===== src/rtl/pkg_npu_loader.sv =====
// Shared types and constants for the NPU activation loader:
// FSM states, register-map offsets and STATUS bit positions.
package pkg_npu_loader;

    typedef enum logic [1:0] {
        StIdle   = 2'd0,
        StStream = 2'd1,
        StWait   = 2'd2
    } loader_state_e;

    localparam logic [1:0] TypeOff   = 2'd0;
    localparam logic [1:0] InputOff  = 2'd1;
    localparam logic [1:0] ResultOff = 2'd2;
    localparam logic [1:0] StatusOff = 2'd3;

    localparam int StartBit   = 31;
    localparam int StBusyBit  = 0;
    localparam int StDoneBit  = 1;
    localparam int StFullBit  = 2;
    localparam int StEmptyBit = 3;
    localparam int StOvfBit   = 4;
    localparam int StCntLsb   = 8;

endpackage


===== src/rtl/npu_sync_fifo.sv =====
// Single-clock FIFO with occupancy count. A push while full is accepted
// only when a pop frees a slot in the same cycle.
module npu_sync_fifo #(
    parameter int DWidth = 32,
    parameter int Depth  = 16
) (
    input  logic                     clk_i,
    input  logic                     rst_i,
    input  logic                     push_i,
    input  logic                     pop_i,
    input  logic [DWidth-1:0]        wdata_i,
    output logic [DWidth-1:0]        rdata_o,
    output logic                     full_o,
    output logic                     empty_o,
    output logic [$clog2(Depth):0]   count_o
);

    localparam int AW   = $clog2(Depth);
    localparam int CntW = AW + 1;

    logic [DWidth-1:0] mem_q [Depth];
    logic [AW-1:0]     wptr_q, wptr_d;
    logic [AW-1:0]     rptr_q, rptr_d;
    logic [CntW-1:0]   count_q, count_d;
    logic              do_push, do_pop;

    assign empty_o = (count_q == '0);
    assign full_o  = (count_q == CntW'(Depth));
    assign count_o = count_q;
    assign rdata_o = mem_q[rptr_q];

    assign do_pop  = pop_i && !empty_o;
    assign do_push = push_i && (!full_o || do_pop);

    always_comb begin
        wptr_d  = wptr_q;
        rptr_d  = rptr_q;
        count_d = count_q;
        if (do_push) wptr_d = wptr_q + AW'(1);
        if (do_pop)  rptr_d = rptr_q + AW'(1);
        case ({do_push, do_pop})
            2'b10:   count_d = count_q + CntW'(1);
            2'b01:   count_d = count_q - CntW'(1);
            default: count_d = count_q;
        endcase
    end

    always_ff @(posedge clk_i) begin
        if (rst_i) begin
            wptr_q  <= '0;
            rptr_q  <= '0;
            count_q <= '0;
        end else begin
            wptr_q  <= wptr_d;
            rptr_q  <= rptr_d;
            count_q <= count_d;
        end
    end

    // Storage carries no reset; occupancy alone decides what is valid.
    always_ff @(posedge clk_i) begin
        if (do_push) mem_q[wptr_q] <= wdata_i;
    end

endmodule


===== src/rtl/npu_act_loader.sv =====
// Bus-side activation loader: buffers written words, streams a job of LEN
// words to the compute core, then captures the core's result for readback.
module npu_act_loader
    import pkg_npu_loader::*;
#(
    parameter int DWidth   = 32,
    parameter int Depth    = 16,
    parameter int LenWidth = 16
) (
    input  logic              clk_i,
    input  logic              rst_i,
    input  logic              wen_type_i,
    input  logic              wen_input_i,
    input  logic [DWidth-1:0] addr_i,
    input  logic [DWidth-1:0] wdata_i,
    output logic [DWidth-1:0] rdata_o,
    output logic              act_valid_o,
    output logic [DWidth-1:0] act_data_o,
    output logic              act_last_o,
    input  logic              act_ready_i,
    input  logic              res_valid_i,
    input  logic [DWidth-1:0] res_data_i,
    output logic              busy_o,
    output logic              done_o
);

    localparam int CntW = $clog2(Depth) + 1;

    loader_state_e       state_q, state_d;
    logic [LenWidth-1:0] len_q, len_d;
    logic [LenWidth-1:0] rem_q, rem_d;
    logic [DWidth-1:0]   result_q, result_d;
    logic [DWidth-1:0]   rdata_q, rdata_d;
    logic                done_q, done_d;
    logic                ovf_q, ovf_d;

    logic                fifo_full, fifo_empty, fifo_pop;
    logic [DWidth-1:0]   fifo_head;
    logic [CntW-1:0]     fifo_count;
    logic [1:0]          off;
    logic                start_req, result_read;
    logic [DWidth-1:0]   status;
    logic                unused_bits;

    assign off         = addr_i[3:2];
    assign unused_bits = ^{addr_i[DWidth-1:4], addr_i[1:0], wdata_i[StartBit-1:LenWidth]};

    npu_sync_fifo #(
        .DWidth (DWidth),
        .Depth  (Depth)
    ) u_fifo (
        .clk_i   (clk_i),
        .rst_i   (rst_i),
        .push_i  (wen_input_i),
        .pop_i   (fifo_pop),
        .wdata_i (wdata_i),
        .rdata_o (fifo_head),
        .full_o  (fifo_full),
        .empty_o (fifo_empty),
        .count_o (fifo_count)
    );

    // Stream side is combinational from the FIFO head; popping only on the
    // handshake keeps valid/data stable under back-pressure.
    assign act_valid_o = (state_q == StStream) && !fifo_empty;
    assign act_data_o  = act_valid_o ? fifo_head : '0;
    assign act_last_o  = act_valid_o && (rem_q == LenWidth'(1));
    assign fifo_pop    = act_valid_o && act_ready_i;

    assign busy_o  = (state_q != StIdle);
    assign done_o  = done_q;
    assign rdata_o = rdata_q;

    assign start_req   = wdata_i[StartBit] && (wdata_i[LenWidth-1:0] != '0);
    assign result_read = (off == ResultOff) && !wen_type_i && !wen_input_i && done_q;

    always_comb begin
        state_d  = state_q;
        len_d    = len_q;
        rem_d    = rem_q;
        result_d = result_q;
        done_d   = done_q;
        ovf_d    = ovf_q;
        case (state_q)
            StIdle: begin
                if (wen_type_i) begin
                    len_d = wdata_i[LenWidth-1:0];
                    ovf_d = 1'b0;
                    if (start_req) begin
                        rem_d   = wdata_i[LenWidth-1:0];
                        done_d  = 1'b0;
                        state_d = StStream;
                    end
                end
            end
            StStream: begin
                if (fifo_pop) begin
                    rem_d = rem_q - LenWidth'(1);
                    if (rem_q == LenWidth'(1)) state_d = StWait;
                end
            end
            StWait: begin
                if (res_valid_i) begin
                    result_d = res_data_i;
                    done_d   = 1'b1;
                    state_d  = StIdle;
                end
            end
            default: state_d = StIdle;
        endcase
        if (wen_input_i && fifo_full && !fifo_pop) ovf_d = 1'b1;
        if (result_read) done_d = 1'b0;
    end

    always_comb begin
        status                   = '0;
        status[StBusyBit]        = busy_o;
        status[StDoneBit]        = done_q;
        status[StFullBit]        = fifo_full;
        status[StEmptyBit]       = fifo_empty;
        status[StOvfBit]         = ovf_q;
        status[StCntLsb +: 8]    = 8'(fifo_count);
    end

    always_comb begin
        rdata_d = '0;
        case (off)
            TypeOff:   rdata_d = DWidth'(len_q);
            InputOff:  rdata_d = '0;
            ResultOff: rdata_d = result_q;
            StatusOff: rdata_d = status;
            default:   rdata_d = '0;
        endcase
    end

    always_ff @(posedge clk_i) begin
        if (rst_i) begin
            state_q  <= StIdle;
            len_q    <= '0;
            rem_q    <= '0;
            result_q <= '0;
            rdata_q  <= '0;
            done_q   <= 1'b0;
            ovf_q    <= 1'b0;
        end else begin
            state_q  <= state_d;
            len_q    <= len_d;
            rem_q    <= rem_d;
            result_q <= result_d;
            rdata_q  <= rdata_d;
            done_q   <= done_d;
            ovf_q    <= ovf_d;
        end
    end

endmodule


===== config.mk =====
export PLATFORM = sky130hd
export DESIGN_NAME = npu_act_loader
export DESIGN_NICKNAME = d
export VERILOG_FILES = /design/src/rtl/pkg_npu_loader.sv /design/src/rtl/npu_sync_fifo.sv /design/src/rtl/npu_act_loader.sv
export SDC_FILE = /design/constraint.sdc
export NUM_CORES = 1
export LEC_CHECK = 0
export ABC_AREA = 0
export CAP_MARGIN = 20
export CORE_MARGIN = 5
export CORE_UTILIZATION = 53
export DETAILED_ROUTE_END_ITERATION = 12
export HOLD_SLACK_MARGIN = 0.08
export PLACE_DENSITY = 0.85
export RECOVER_POWER = 100
export SETUP_SLACK_MARGIN = 0.02
export SKIP_CTS_REPAIR_TIMING = 1
export SLEW_MARGIN = 25
export SYNTH_ARGS = -nofsm -noshare
export SYNTH_HDL_FRONTEND = slang
export SYNTH_SLANG_ARGS = --single-unit

===== constraint.sdc =====
create_clock -name clk_i -period 4.35 [get_ports clk_i]
set_input_delay 0.87 -clock clk_i [delete_from_list [all_inputs] [get_ports clk_i]]
set_output_delay 0.87 -clock clk_i [all_outputs]
set_load 0.01 [all_outputs]

==> impl_summary.md <==
STA
The final critical delay including setup and external delays is 4.23 ns. The number of failing hold endpoints at the final stage came to 0. The worst-case hold slack is 0.451 ns. The number of setup violations in the final report is 0. The transition time at the pin with the least slew margin is 2.00 ns. Dividing the final minimum period by the clock period gives 97.2%.

Setup repair after global routing could not meet its margin everywhere. The clock arrives with 0.0238 ns of skew. The headroom to the max-slew limit is -33.4%. The final worst slack is 0.122 ns. The final count of pins violating max slew was 64. The peak clock frequency supported by timing is 236 MHz.

Global routing
The overall overflow remaining after global route is 0. Entering global routing, the biggest net connects 92 pins. The first global-routing pass estimated 89,400 µm of wire. The overall routing resource usage is 23.8%. The via count of the first global-routing pass is 13,800.

The number of antenna violations at the first check in global routing is 0.

Synthesis
The number of flops mapped to enable cells by yosys is 512. The combined area of all synthesized cells is 0.0244 mm². The adder and majority gate portion of the synthesized area is 0.514%. The fraction of post-synthesis cell area in the top cell type by area is 63.1%. Summed over all instances, the cell type with the most area after synthesis is edfxtp_1. After Yosys synthesis, XOR and XNOR cells account for 0.396% of the synthesized area. Sorting the synthesized cells by area gives the leading types as edfxtp_1 (63%), mux4_2 (15%), dfxtp_1 (9.6%). The combinational family with the most area after synthesis is multiplexers. The synthesized area divided by synthesized cell count is 17.9 µm². The share of synthesized area spent on multiplexers is 15.5%. The warning count from the yosys run is 0. The top flip-flop cell by instance count after synthesis is edfxtp_1. The async set-reset flop share out of synthesis is 0%. The net count after synthesis is 1,475. After synthesis, the netlist uses 52 different library cells. Summing the areas of all compound-gate instances in the mapped netlist gives 3.08% of the synthesized area. After synthesis the netlist holds a flip-flop and latch count of 629. Counting every instance in the synthesized netlist gives 1,363. Summing the sequential cell areas from Yosys gives 72.7% of the chip area. Summing the areas of all and, or, nand and nor instances in the mapped netlist gives 5.97% of the synthesized area.

Hold path
In this run the most critical hold path is launched from result_q[27]. For hold timing, the worst endpoint is result_q[27]. The path class of the tightest hold or removal check is flop to flop. The worst hold path passes through 2 cells.

Clock network
Clock-pin slew was measured on the worst setup and hold paths at 0.07 ns. For the worst-skew pair, the clock arrives at the later sink with an insertion delay of 0.62 ns. The H-tree was split into 2 levels. The maximum root-to-sink buffer count is 3. TritonCTS built the clock tree.

The count of clock tree sinks is 629. CTS placed an instance of clkbuf_16 at the clock tree root. Buffers inserted during clock tree synthesis total 59.

Drt
For this run, the detailed router's first-pass iteration total came to 5. The detailed-route via count is 13,600. For this block, the routed nets add up to 60,000 µm of wire. The routed wirelength normalized by instance count is 27.5 µm.

After detailed routing, the number of vias per cell comes to 6.24. The count of nets left with antenna violations once routing finished came out at 0. The number of DRC violations after detailed routing is 0. The violation count after the first detailed-routing iteration is 1,609.

Pwr
The net switching power is 2.67 mW. The peak supply drop is 315 µV. The share of power burned in registers is 53.0%. The portion of total power attributed to combinational logic is 5.5%.

The total power is 12.6 mW. The clock network fraction of total power is 41.5%. The analysis attributes to cell leakage a power of 9.20 nW. Net switching is 21.3% of the power. The internal portion of total power is 9.88 mW. The ratio of total power to cell area is 441 mW/mm².

Worst setup path
Along the worst path, the maximum fanout reaches 41. In this run the critical register-to-register path is launched from state_q[0]. The critical path in this run is classified as flop to output port. The required time of the critical path is 3.48 ns. STA classifies the critical path endpoint as an output port. The critical path arrival is 3.36 ns.

The endpoint of the worst register-to-register path is u_fifo.mem_q[15][27]. The worst setup path is launched from a flop. The logic depth of the worst register-to-register path is 6. For flop-to-flop paths, the worst setup slack is 0.41 ns.

Floorplanning
In this run the horizontal extent of the chip is 224 µm. The number of ports placed on the die boundary is 170. The region available for standard cell placement spans 0.0454 mm².

After floorplanning, the core was divided into 78 placement rows. For this configuration, the core starts out at a cell density of 53.7%. The floorplan step defined a die boundary enclosing 0.0503 mm². The chip height is 224 µm.

Place
The placed wire-length estimate is 33,400 µm. Buffers placed on the I/O ports in this run total 139. Timing analysis after detailed placement gives a worst setup slack of 0.813 ns.

The placer's final routability congestion estimate is 0.819. In this run the cell area measured after placement is 0.0269 mm².

Layout
0 antenna diodes ended up in the layout. Cells fill 62.8% of the core in the end. The fraction of layout cells with a size suffix above 1 is 18.6%. From synthesis to final layout, the design area changed by 16.9%. The layout net count is 1,648. The finished layout cell area is 0.0285 mm².

Run
Max-cap violations in this run came to 3.

Run status
The run finished, with violations left. The final reports fail on capacitance limit, slew limit.
[Yosys cell counts (2+ instances only)]
| cell | count |
|---|---|
| a21o_1 | 5 |
| nor4_2 | 2 |
| nand4_1 | 6 |
| a211o_1 | 3 |
| buf_6 | 2 |
| nand2_1 | 122 |
| a22oi_1 | 3 |
| buf_2 | 9 |
| inv_1 | 14 |
| mux4_2 | 160 |
| nand3_1 | 4 |
| o21ai_1 | 2 |
| nor2_1 | 71 |
| mux2i_1 | 18 |
| buf_4 | 12 |
| and2_1 | 20 |
| xor2_1 | 7 |
| and3_1 | 32 |
| or3_1 | 2 |
| a21oi_1 | 88 |
| edfxtp_1 | 512 |
| o21ai_0 | 16 |
| o31ai_1 | 2 |
| dfxtp_1 | 117 |
| buf_1 | 4 |
| a31oi_1 | 4 |
| nor2b_1 | 2 |
| nand2b_1 | 8 |
| nor3_1 | 12 |
| or2_2 | 6 |
| nor4_1 | 10 |
| or4_1 | 2 |
| clkbuf_1 | 55 |
| xnor2_1 | 4 |
| ha_1 | 10 |
[cells by family after synthesis]
kind of cell	count (synthesis)
adders and majority gates	10
muxes	178
AOI/OAI and AO/OA	133
xor gates and xnor gates	11
and+or+nand+nor	306
DFF	629
buffers and inverters	96
[layout by cell type, fill, tap and decap left out, types with 4 or more instances in the layout]
| master | netlist | routed |
|---|---|---|
| clkbuf_16 | 0 | 60 |
| nor3_1 | 12 | 12 |
| clkbuf_1 | 55 | 44 |
| mux2i_1 | 18 | 18 |
| and2_1 | 20 | 10 |
| o21ai_0 | 16 | 17 |
| a21o_1 | 5 | 5 |
| nand3_1 | 4 | 4 |
| and3_1 | 32 | 32 |
| inv_1 | 14 | 14 |
| a21oi_1 | 88 | 89 |
| clkbuf_2 | 0 | 9 |
| clkinv_2 | 0 | 7 |
| nor2_1 | 71 | 70 |
| buf_12 | 0 | 6 |
| buf_4 | 12 | 7 |
| a31oi_1 | 4 | 4 |
| dlygate4sd3_1 | 0 | 72 |
| mux4_2 | 160 | 160 |
| edfxtp_1 | 512 | 512 |
| nand2_1 | 122 | 122 |
| clkbuf_8 | 0 | 6 |
| clkinv_1 | 0 | 5 |
| and2_0 | 0 | 10 |
| nand4_1 | 6 | 6 |
| or2_2 | 6 | 4 |
| nand2b_1 | 8 | 7 |
| clkdlybuf4s50_1 | 0 | 66 |
| xnor2_1 | 4 | 4 |
| dfxtp_1 | 117 | 113 |
| ha_1 | 10 | 10 |
| nor4_1 | 10 | 10 |
| xor2_1 | 7 | 7 |
| bufinv_16 | 0 | 6 |
[per-stage QoR]
step / TNS [ns] / cells
after floorplan: -0.546 / 1363
after global placement: 0 / 2075
after detailed placement: 0 / 2075
after CTS: 0 / 2184
after global routing: -0.00839 / 2184
final: 0 / 2184
[layout make-up]
type	count	area [µm²]
Fill cell	3009	16900
Clock buffer	81	1640
Sequential cell	629	17700
Timing Repair Buffer	194	1760
Inverter	14	52.6
Clock inverter	28	328
Multi-Input combinational cell	638	6220
Tap cell	600	751
[critical path, cell delays in order, from the launching register on]
cell,delay (ns)
dfxtp_4,0.52
buf_16,0.32
mux4_2,0.60
mux4_2,0.54
and3_1,0.24
clkdlybuf4s50_1,0.49
[flip-flops by register name (all words and copies together) (netlist names), named ones only]
register / cells
state_q: 2
rem_q: 16
result_q: 32
u_fifo.wptr_q: 4
rdata_o: 32
u_fifo.count_o: 5
len_q: 16
ovf_q: 1
u_fifo.rptr_q: 4
done_o: 1
u_fifo.mem_q: 512
[worst max path at each step]
stage | from | cells past startpoint | endpoint | slack, ns
after floorplan | act_ready_i | 4 | u_fifo.mem_q[0][0] | -0.006
after CTS | flop | 5 | act_data_o[22] | 0.05
after detailed placement | act_ready_i | 12 | u_fifo.count_o[4] | 0.81
after global placement | flop | 5 | act_data_o[14] | 0.82
after global routing | flop | 5 | act_data_o[22] | -0.008
final | flop | 5 | act_data_o[22] | 0.12
[per-layer routing]
layer,global-route usage (%),up-vias,wire length [µm]
li1,-,5706,-
met4,6.11,0,1600
met5,0,-,0
met3,3.94,126,5650
met1,32.5,7001,21900
met2,40.7,791,30800
[power by group through the flow]
stage | combinational (mW) | sequential (mW) | clock [mW]
4_1_cts | 0.717 | 6.65 | 5.27
2_1_floorplan | 0.384 | 6.76 | 0
5_1_grt | 0.740 | 6.66 | 5.54
6_report | 0.690 | 6.65 | 5.21
3_3_place_gp | 0.676 | 6.76 | 0
3_5_place_dp | 0.704 | 6.77 | 0
No activity file was read; power rests on OpenSTA's default activity.
